## src/rtl/apb_slv_pkg.sv

```systemverilog
// Shared types and width helpers for the APB slave register file.
package apb_slv_pkg;

  typedef enum logic {
    IDLE,
    ACCESS
  } state_e;

  typedef enum logic [1:0] {
    ERR_NONE,
    ERR_ALIGN,
    ERR_RANGE,
    ERR_RO
  } err_e;

  function automatic int unsigned strb_width(input int unsigned data_width);
    return data_width / 8;
  endfunction

  function automatic int unsigned off_bits(input int unsigned data_width);
    return $clog2(data_width / 8);
  endfunction

  localparam int unsigned DEF_DATA_WIDTH = 32;
  localparam int unsigned DEF_ADDR_WIDTH = 8;
  localparam int unsigned DEF_STRB_WIDTH = strb_width(DEF_DATA_WIDTH);
  localparam int unsigned DEF_OFF_BITS   = off_bits(DEF_DATA_WIDTH);

endpackage

```

## src/rtl/apb_slv_regbank.sv

```systemverilog
// Word storage with per-byte-lane write enables, synchronous clear and a
// combinational read port.
module apb_slv_regbank #(
  parameter int unsigned DATA_WIDTH = 32,
  parameter int unsigned DEPTH      = 32,
  parameter int unsigned IDX_W      = 5
) (
  input  logic                    clk,
  input  logic                    clr,
  input  logic [DATA_WIDTH/8-1:0] wr_lanes,
  input  logic [IDX_W-1:0]        wr_idx,
  input  logic [DATA_WIDTH-1:0]   wr_data,
  input  logic [IDX_W-1:0]        rd_idx,
  output logic [DATA_WIDTH-1:0]   rd_data
);

  localparam int unsigned LANES = DATA_WIDTH / 8;

  logic [DATA_WIDTH-1:0] mem [DEPTH];

  always_ff @(posedge clk) begin
    if (clr) begin
      for (int w = 0; w < int'(DEPTH); w++) begin
        mem[w] <= '0;
      end
    end else begin
      for (int w = 0; w < int'(DEPTH); w++) begin
        for (int b = 0; b < int'(LANES); b++) begin
          if (wr_lanes[b] && (wr_idx == IDX_W'(w))) begin
            mem[w][b*8 +: 8] <= wr_data[b*8 +: 8];
          end
        end
      end
    end
  end

  assign rd_data = mem[rd_idx];

endmodule

```

## src/rtl/apb_slv_regfile.sv

```systemverilog
// APB4 slave register file: FSM, error decode and optional wait counter.
// Wait states are built only when APB_SLV_WAIT_STATES_EN is defined.
//
// state  | meaning
// IDLE   | waiting for a setup phase (PSELx=1, PENABLE=0)
// ACCESS | transfer latched; counting wait states, then completing
module apb_slv_regfile
  import apb_slv_pkg::*;
#(
  parameter int unsigned DATA_WIDTH  = DEF_DATA_WIDTH,
  parameter int unsigned ADDR_WIDTH  = DEF_ADDR_WIDTH,
  parameter int unsigned DEPTH       = 32,
  parameter int unsigned RO_BASE     = 24,
  parameter int unsigned WAIT_CYCLES = 2
) (
  input  logic                    PCLK,
  input  logic                    PRESET,
  input  logic                    PSELx,
  input  logic                    PENABLE,
  input  logic                    PWRITE,
  input  logic [ADDR_WIDTH-1:0]   PADDR,
  input  logic [DATA_WIDTH-1:0]   PWDATA,
  input  logic [DATA_WIDTH/8-1:0] PSTRB,
  output logic [DATA_WIDTH-1:0]   PRDATA,
  output logic                    PREADY,
  output logic                    PSLVERR
);

  localparam int unsigned STRB_W   = strb_width(DATA_WIDTH);
  localparam int unsigned OFF_BITS = off_bits(DATA_WIDTH);
  localparam int unsigned IDX_W    = (DEPTH > 1) ? $clog2(DEPTH) : 1;
  localparam logic [ADDR_WIDTH-1:0] OFF_MASK = ADDR_WIDTH'(STRB_W - 1);

  if ((DATA_WIDTH != 8) && (DATA_WIDTH != 16) && (DATA_WIDTH != 32) && (DATA_WIDTH != 64)) begin : g_bad_width
    $error("apb_slv_regfile: DATA_WIDTH must be 8, 16, 32 or 64");
  end
  if ((DEPTH * STRB_W) > (2 ** ADDR_WIDTH)) begin : g_bad_depth
    $error("apb_slv_regfile: DEPTH does not fit in the address space");
  end
  if (WAIT_CYCLES > 15) begin : g_bad_wait
    $error("apb_slv_regfile: WAIT_CYCLES must be 0..15");
  end

  state_e                state;
  logic [ADDR_WIDTH-1:0] idx_in;
  logic [ADDR_WIDTH-1:0] idx_q;
  logic                  wr_q;
  logic [DATA_WIDTH-1:0] wdata_q;
  logic [STRB_W-1:0]     strb_q;
  err_e                  err_in;
  err_e                  err_q;
  err_e                  err_sel;
  logic                  wr_sel;
  logic [DATA_WIDTH-1:0] rd_data;
  logic [DATA_WIDTH-1:0] rsp_data;
  logic                  setup;
  logic                  commit;
  logic [STRB_W-1:0]     wr_lanes;

`ifdef APB_SLV_WAIT_STATES_EN
  localparam logic [3:0] WAIT_LD = 4'(WAIT_CYCLES);
  logic [3:0] cnt;
`endif

  assign idx_in = PADDR >> OFF_BITS;
  assign setup  = PSELx && !PENABLE;

  always_comb begin
    err_in = ERR_NONE;
    if (|(PADDR & OFF_MASK)) begin
      err_in = ERR_ALIGN;
    end else if (32'(idx_in) >= DEPTH) begin
      err_in = ERR_RANGE;
    end else if (PWRITE && (32'(idx_in) >= RO_BASE)) begin
      err_in = ERR_RO;
    end
  end

  // In IDLE the response can only be for a zero-wait setup, so look at the
  // live bus; otherwise use the latched transfer.
  assign err_sel = (state == IDLE) ? err_in : err_q;
  assign wr_sel  = (state == IDLE) ? PWRITE : wr_q;

  always_comb begin
    rsp_data = '0;
    if (!wr_sel && (err_sel == ERR_NONE)) begin
      rsp_data = rd_data;
    end
  end

  assign commit   = (state == ACCESS) && PREADY && PSELx && wr_q && (err_q == ERR_NONE);
  assign wr_lanes = strb_q & {STRB_W{commit}};

  apb_slv_regbank #(
    .DATA_WIDTH (DATA_WIDTH),
    .DEPTH      (DEPTH),
    .IDX_W      (IDX_W)
  ) u_regbank (
    .clk      (PCLK),
    .clr      (PRESET),
    .wr_lanes (wr_lanes),
    .wr_idx   (IDX_W'(idx_q)),
    .wr_data  (wdata_q),
    .rd_idx   (IDX_W'((state == IDLE) ? idx_in : idx_q)),
    .rd_data  (rd_data)
  );

  always_ff @(posedge PCLK) begin
    if (PRESET) begin
      state   <= IDLE;
      PREADY  <= 1'b0;
      PSLVERR <= 1'b0;
      PRDATA  <= '0;
      idx_q   <= '0;
      wr_q    <= 1'b0;
      wdata_q <= '0;
      strb_q  <= '0;
      err_q   <= ERR_NONE;
`ifdef APB_SLV_WAIT_STATES_EN
      cnt     <= '0;
`endif
    end else begin
      case (state)
        IDLE: begin
          PREADY  <= 1'b0;
          PSLVERR <= 1'b0;
          PRDATA  <= '0;
          if (setup) begin
            state   <= ACCESS;
            idx_q   <= idx_in;
            wr_q    <= PWRITE;
            wdata_q <= PWDATA;
            strb_q  <= PSTRB;
            err_q   <= err_in;
`ifdef APB_SLV_WAIT_STATES_EN
            cnt     <= WAIT_LD;
            if (WAIT_LD == 4'd0) begin
              PREADY  <= 1'b1;
              PSLVERR <= (err_sel != ERR_NONE);
              PRDATA  <= rsp_data;
            end
`else
            PREADY  <= 1'b1;
            PSLVERR <= (err_sel != ERR_NONE);
            PRDATA  <= rsp_data;
`endif
          end
        end
        ACCESS: begin
          // Completing cycle or master abort: either way back to IDLE.
          if (!PSELx || PREADY) begin
            state   <= IDLE;
            PREADY  <= 1'b0;
            PSLVERR <= 1'b0;
            PRDATA  <= '0;
          end else begin
`ifdef APB_SLV_WAIT_STATES_EN
            cnt <= cnt - 4'd1;
            if (cnt == 4'd1) begin
              PREADY  <= 1'b1;
              PSLVERR <= (err_sel != ERR_NONE);
              PRDATA  <= rsp_data;
            end
`endif
          end
        end
        default: state <= IDLE;
      endcase
    end
  end

endmodule

```

## config.mk

```make
export PLATFORM = sky130hd
export DESIGN_NAME = apb_slv_regfile
export DESIGN_NICKNAME = d
export VERILOG_FILES = /design/src/rtl/apb_slv_pkg.sv /design/src/rtl/apb_slv_regbank.sv /design/src/rtl/apb_slv_regfile.sv
export SDC_FILE = /design/constraint.sdc
export NUM_CORES = 2
export LEC_CHECK = 0
export BUFFER_PORTS_ARGS = -buffer_cell sky130_fd_sc_hd__buf_2
export CORE_AREA = 2 2 310 312
export CTS_BUF_LIST = sky130_fd_sc_hd__clkbuf_2 sky130_fd_sc_hd__clkbuf_4 sky130_fd_sc_hd__clkbuf_8
export DETAILED_ROUTE_END_ITERATION = 10
export DIE_AREA = 0 0 312 314
export MAX_ROUTING_LAYER = met4
export PLACE_DENSITY_LB_ADDON = 0.2
export SETUP_SLACK_MARGIN = 0.05
export SLEW_MARGIN = 20
export SYNTH_ARGS = -nofsm -noshare
export SYNTH_HDL_FRONTEND = slang
export SYNTH_HIERARCHICAL = 1
export SYNTH_SLANG_ARGS = --single-unit
```

## constraint.sdc

```tcl
create_clock -name PCLK -period 3.2 [get_ports PCLK]
set_input_delay 0.16 -clock PCLK [delete_from_list [all_inputs] [get_ports PCLK]]
set_output_delay 0.16 -clock PCLK [all_outputs]
set_load 0.005 [all_outputs]
```

---- After elaboration in Yosys (flattened, before gate mapping) ----
Memory sizes are Yosys's and may differ from the RTL's.
Cells that the tools add are included.
word-level totals
  input bits .............................. 49
  RAM bits ................................ 1024
  memories ................................ 1
  flip-flop bits (word level) ............. 79
  logic and storage cells ................. 850
  output and inout bits ................... 34
memories
  name           words  width  read ports  clocked after memory_dff  write ports  RTL line               RTL
  u_regbank.mem  32     32     1           0                         32           apb_slv_regbank.sv:19  logic [DATA_WIDTH-1:0] mem [DEPTH];
operators by class
  bitwise gates (word level) .............. 130
  order comparisons ....................... 2
  equal/unequal tests ..................... 32
  reduce and logical (&&, ||, !) cells .... 145
  multiplexer cells ....................... 531
operators with widths
  operator                                                                              number
  8-bit 2-to-1 mux                                                                      128
  1-bit 2-to-1 mux                                                                      391
  1-bit logical AND                                                                     135
  1-bit OR                                                                              128
  32-bit 2-to-1 mux                                                                     3
  5-bit equality test (second input constant)                                           16
  32-bit case mux with 2 select lines                                                   1
  5-bit by 4-bit equality test with 1-bit output (second input constant)                8
  5-bit by 3-bit equality test with 1-bit output (second input constant)                4
  5-bit by 2-bit equality test with 1-bit output (second input constant)                2
  2-bit 2-to-1 mux                                                                      4
  6-bit by 5-bit greater-or-equal comparator with 1-bit output (second input constant)  1
  6-bit greater-or-equal comparator (second input constant)                             1
  1-bit case mux with 2 select lines                                                    3
  5-bit by 1-bit equality test with 1-bit output (second input constant)                1
  5-bit logical NOT                                                                     1
  5-bit 2-to-1 mux                                                                      1
  4-bit bitwise AND                                                                     1
  2-bit logical NOT                                                                     2
  1-bit logical NOT                                                                     3
  2-bit by 1-bit inequality test with 1-bit output (second input constant)              1
  2-bit AND reduction                                                                   1
  2-bit nonzero test                                                                    1
  2-bit OR reduction                                                                    1
  other kinds (2)                                                                       2

---- Longest topological paths before layout ----
  word-level depth ........................ 11
  gate-level depth with buffers ........... 12
  mapped depth without buffers ............ 8

---- Cells and area by module ----
The synthesis kept the hierarchy.
modules (own cells, without submodules)
  module           cells each  instances  area an instance (um2)
  apb_slv_regbank  3167        1          43895.8
  apb_slv_regfile  356         1          2966.6

---- Least setup slack after synthesis ----
No wires, ideal clock.
  path kind ............................... flip-flop to flip-flop
  from .................................... register state
  to ...................................... memory u_regbank.mem[18][16], enable pin
  setup time .............................. 326 ps
  buffers on the path ..................... 3
  data required time ...................... 2874 ps
  arrival ................................. 1920 ps
  slack ................................... 954 ps
  stages on the path, launching flop included .. 8
  path through ............................ dfxtp_1 -> nor3b_1 -> and4_1 -> and2_1 -> clkbuf_1 -> clkbuf_1 -> clkbuf_1 -> a21o_1
RTL lines
  what                    RTL line                RTL
  from (decl)             apb_slv_regfile.sv:44   state_e state;
  from (signal assigned)  apb_slv_regfile.sv:110  state <= IDLE;
  from (signal assigned)  apb_slv_regfile.sv:129  state <= ACCESS;
  from (signal assigned)  apb_slv_regfile.sv:152  state <= IDLE;
  to (decl)               apb_slv_regbank.sv:19

==> results.json <==
{
  "slew_headroom_pct": 37.0,
  "wl_per_cell_um": 24.3,
  "drtPass1Iterations": 5,
  "grt_max_degree": 99,
  "worstHoldPathType": "primary input to register",
  "clk_pin_slew_worst_paths_ns": 0.06,
  "outcome": "finished clean",
  "cts.htree.levels": 4,
  "cts.path.max_buffers": 3,
  "layout-drive-gt1-share_pct": 14.4,
  "cts_tree": "yes",
  "endpoint_kind": "register",
  "gr-total-overflow": 0,
  "path_class": "register to register",
  "clock-sinks": 1103,
  "cap_violations": 0,
  "fillers": 7643,
  "finalWorstSetupSlack_ns": 0.131,
  "syn-mean-instance-area_um2": 13.3,
  "dp_hpwl_um": 81500,
  "cts-buffers-inserted": 172,
  "ys_seq_elements": 1103,
  "synth_area_mm2": 0.0469,
  "postSynthCellCount": 3523,
  "drc": 0,
  "rows": 113,
  "antenna_found_initial": 4,
  "min_period_ns": 3.07,
  "rsz0062_at_grt": "yes",
  "ys_types": 40,
  "p_leak_nw": 20.3,
  "fin_crit_sh_pct": 95.9,
  "yosysSeqAreaShare_pct": 69.0,
  "detail-route-antenna-nets": 0,
  "design.core.area_mm2": 0.0944,
  "viasPerCell": 5.68,
  "finalWeightedCongestion": 0.846,
  "path_buf_inv": 2,
  "place_ws_ns": 0.234,
  "chipHeight_um": 314,
  "hold_viol": 0,
  "grt.total_usage_pct": 26.7,
  "grt_pass1_vias": 29100,
  "worstMarginPinSlew_ns": 0.945,
  "grt_pass1_wl_um": 187000,
  "synth_nets": 3572,
  "slowest_stage": "dfxtp_1",
  "finClkSkew_ns": 0.0333,
  "vdd_drop_max_mv": 0.364,
  "drv_slew": 0,
  "totalWireLength_um": 127000,
  "mostFrequentLayoutCell": "edfxtp_1",
  "register_area_mm2": 0.0323,
  "utilization_pct": 57.4,
  "cpPeakStageDelay_ns": 0.49,
  "start_util_pct": 49.6,
  "cts-root-buf": "clkbuf_8",
  "cp_max_fo": 32,
  "timing.fmax_mhz": 326,
  "required_ns": 3.67,
  "layout_common_cells": "edfxtp_1, nor2_1, mux2i_1",
  "die_area_mm2": 0.0980,
  "yosysWarningCount": 6,
  "nets": 3856,
  "critical-path-top-delay-family": "simple AND/OR/NAND/NOR gates",
  "powerDensity_mw_per_mm2": 583,
  "clk_latency_ns": 0.83,
  "multiInputGateArea_mm2": 0.0133,
  "path_cells": "buf_4 -> nor3b_1 -> and4_1 -> and2_1 -> buf_12 -> nand2_1 -> nand2b_1",
  "vias": 29700,
  "fin_tns_setup_ns": 0,
  "area_growth_pct": 15.6,
  "port_buffers": 82,
  "drt_iter0_drc": 2984,
  "start_kind": "register",
  "ioPinCount": 83,
  "cp.arrival_ns": 3.54,
  "setup_violations": 0,
  "die_w_um": 312
}
metrics by stage:
stage          total power, mW  instance area [um2]  hold WS, ns  std cells
2_1_floorplan             18.4                46900        0.296       3523
4_1_cts                   31.8                54200       0.0458       5216
3_5_place_dp              19.3                49200        0.405       4770
3_3_place_gp              19.3                49200        0.400       4770
6_report                  31.6                54200        0.131       5218
5_1_grt                   32.6                54200        0.105       5218
Yosys cell counts (all sizes together):
master     n  share of area [%]
a22oi     96                1.5
nor3b      2              0.043
buf      131                1.6
and4b      1              0.021
clkbuf   123                1.0
edfxtp  1024                 66
nor3      34               0.36
or4        1              0.016
nor4b      1              0.051
nand3b    35               0.56
nor4bb     1              0.021
and4       1              0.019
or3        1              0.013
dfxtp     79                3.4
a21o      56               0.90
a31oi     33               0.44
mux2i    512                 11
nor4       1              0.013
or3b       3              0.067
mux2       5               0.12
nand2b   108                1.4
and2       5              0.067
o21ai     32               0.34
nand3     97                1.0
a21oi    140                1.5
inv       32               0.26
a22o      65                1.2
nor2b      2              0.027
nor2     611                5.0
or2        3              0.040
nand2    288                2.3
registers in the layout (all words and copies together) (netlist names):
name           cells
u_regbank/mem   1024
state              1
wr_q               1
PRDATA            32
wdata_q           32
err_q              2
PREADY             1
idx_q              5
strb_q             4
PSLVERR            1
path summary, 6_finish.rpt:
kind	from	endpoint	slack (ns)	cells past startpoint
worst max-delay path	state	u_regbank/mem[8][3]	0.13	7
worst min register to register	wdata_q[22]	wdata_q[22]	0.45	2
worst min-delay path	PWRITE	PRDATA[7]	0.13	4
worst max register to register	state	u_regbank/mem[8][3]	0.13	7
worst register-to-register path: stages, from the launching register on:
cell and delay [ns]:
dfxtp_1 0.49, buf_4 0.23, nor3b_1 0.43, and4_1 0.46, and2_1 0.22, buf_12 0.22, nand2_1 0.24, nand2b_1 0.41
timing repair:
item | CTS | global route
endpoints found under the hold margin | 48 | 0
buffers inserted | 0 | 0
endpoints found under the setup margin | 0 | 31
hold buffers | 128 | 0
gates resized for setup | 0 | 6
kinds of logic after synthesis:
family	share of synthesized area [%]
compound gates	5.93
buf+inv	2.88
flops	69.0
mux	11.1
simple gates	11.1
layer usage:
metal | vias to the layer above | track usage [%] | wire, um
li1 | 13400 | - | -
met1 | 14700 | 37.2 | 54800
met2 | 1303 | 40.1 | 57900
met3 | 170 | 4.91 | 11100
met4 | 0 | 7.98 | 2980
met5 | - | - | 0
cell type report:
class | instances | area share (%)
repair buffers | 364 | 5.89
diodes | 2 | 0.00924
flip-flops and latches | 1103 | 59.7
well taps | 1265 | 2.92
clock buffers | 256 | 5.71
clock inverters | 62 | 1.08
inverters | 32 | 0.222
multi-input cells | 2134 | 24.5
power breakdown:
part	total [mW]	switching [mW]	internal [mW]	leakage, nW
combinational	2.69	1.70	0.986	7.14
clock	12.4	5.55	6.90	1.95
sequential	16.5	0.183	16.3	11.2
total	31.6	7.44	24.2	20.3
No activity file was read; power rests on OpenSTA's default activity.
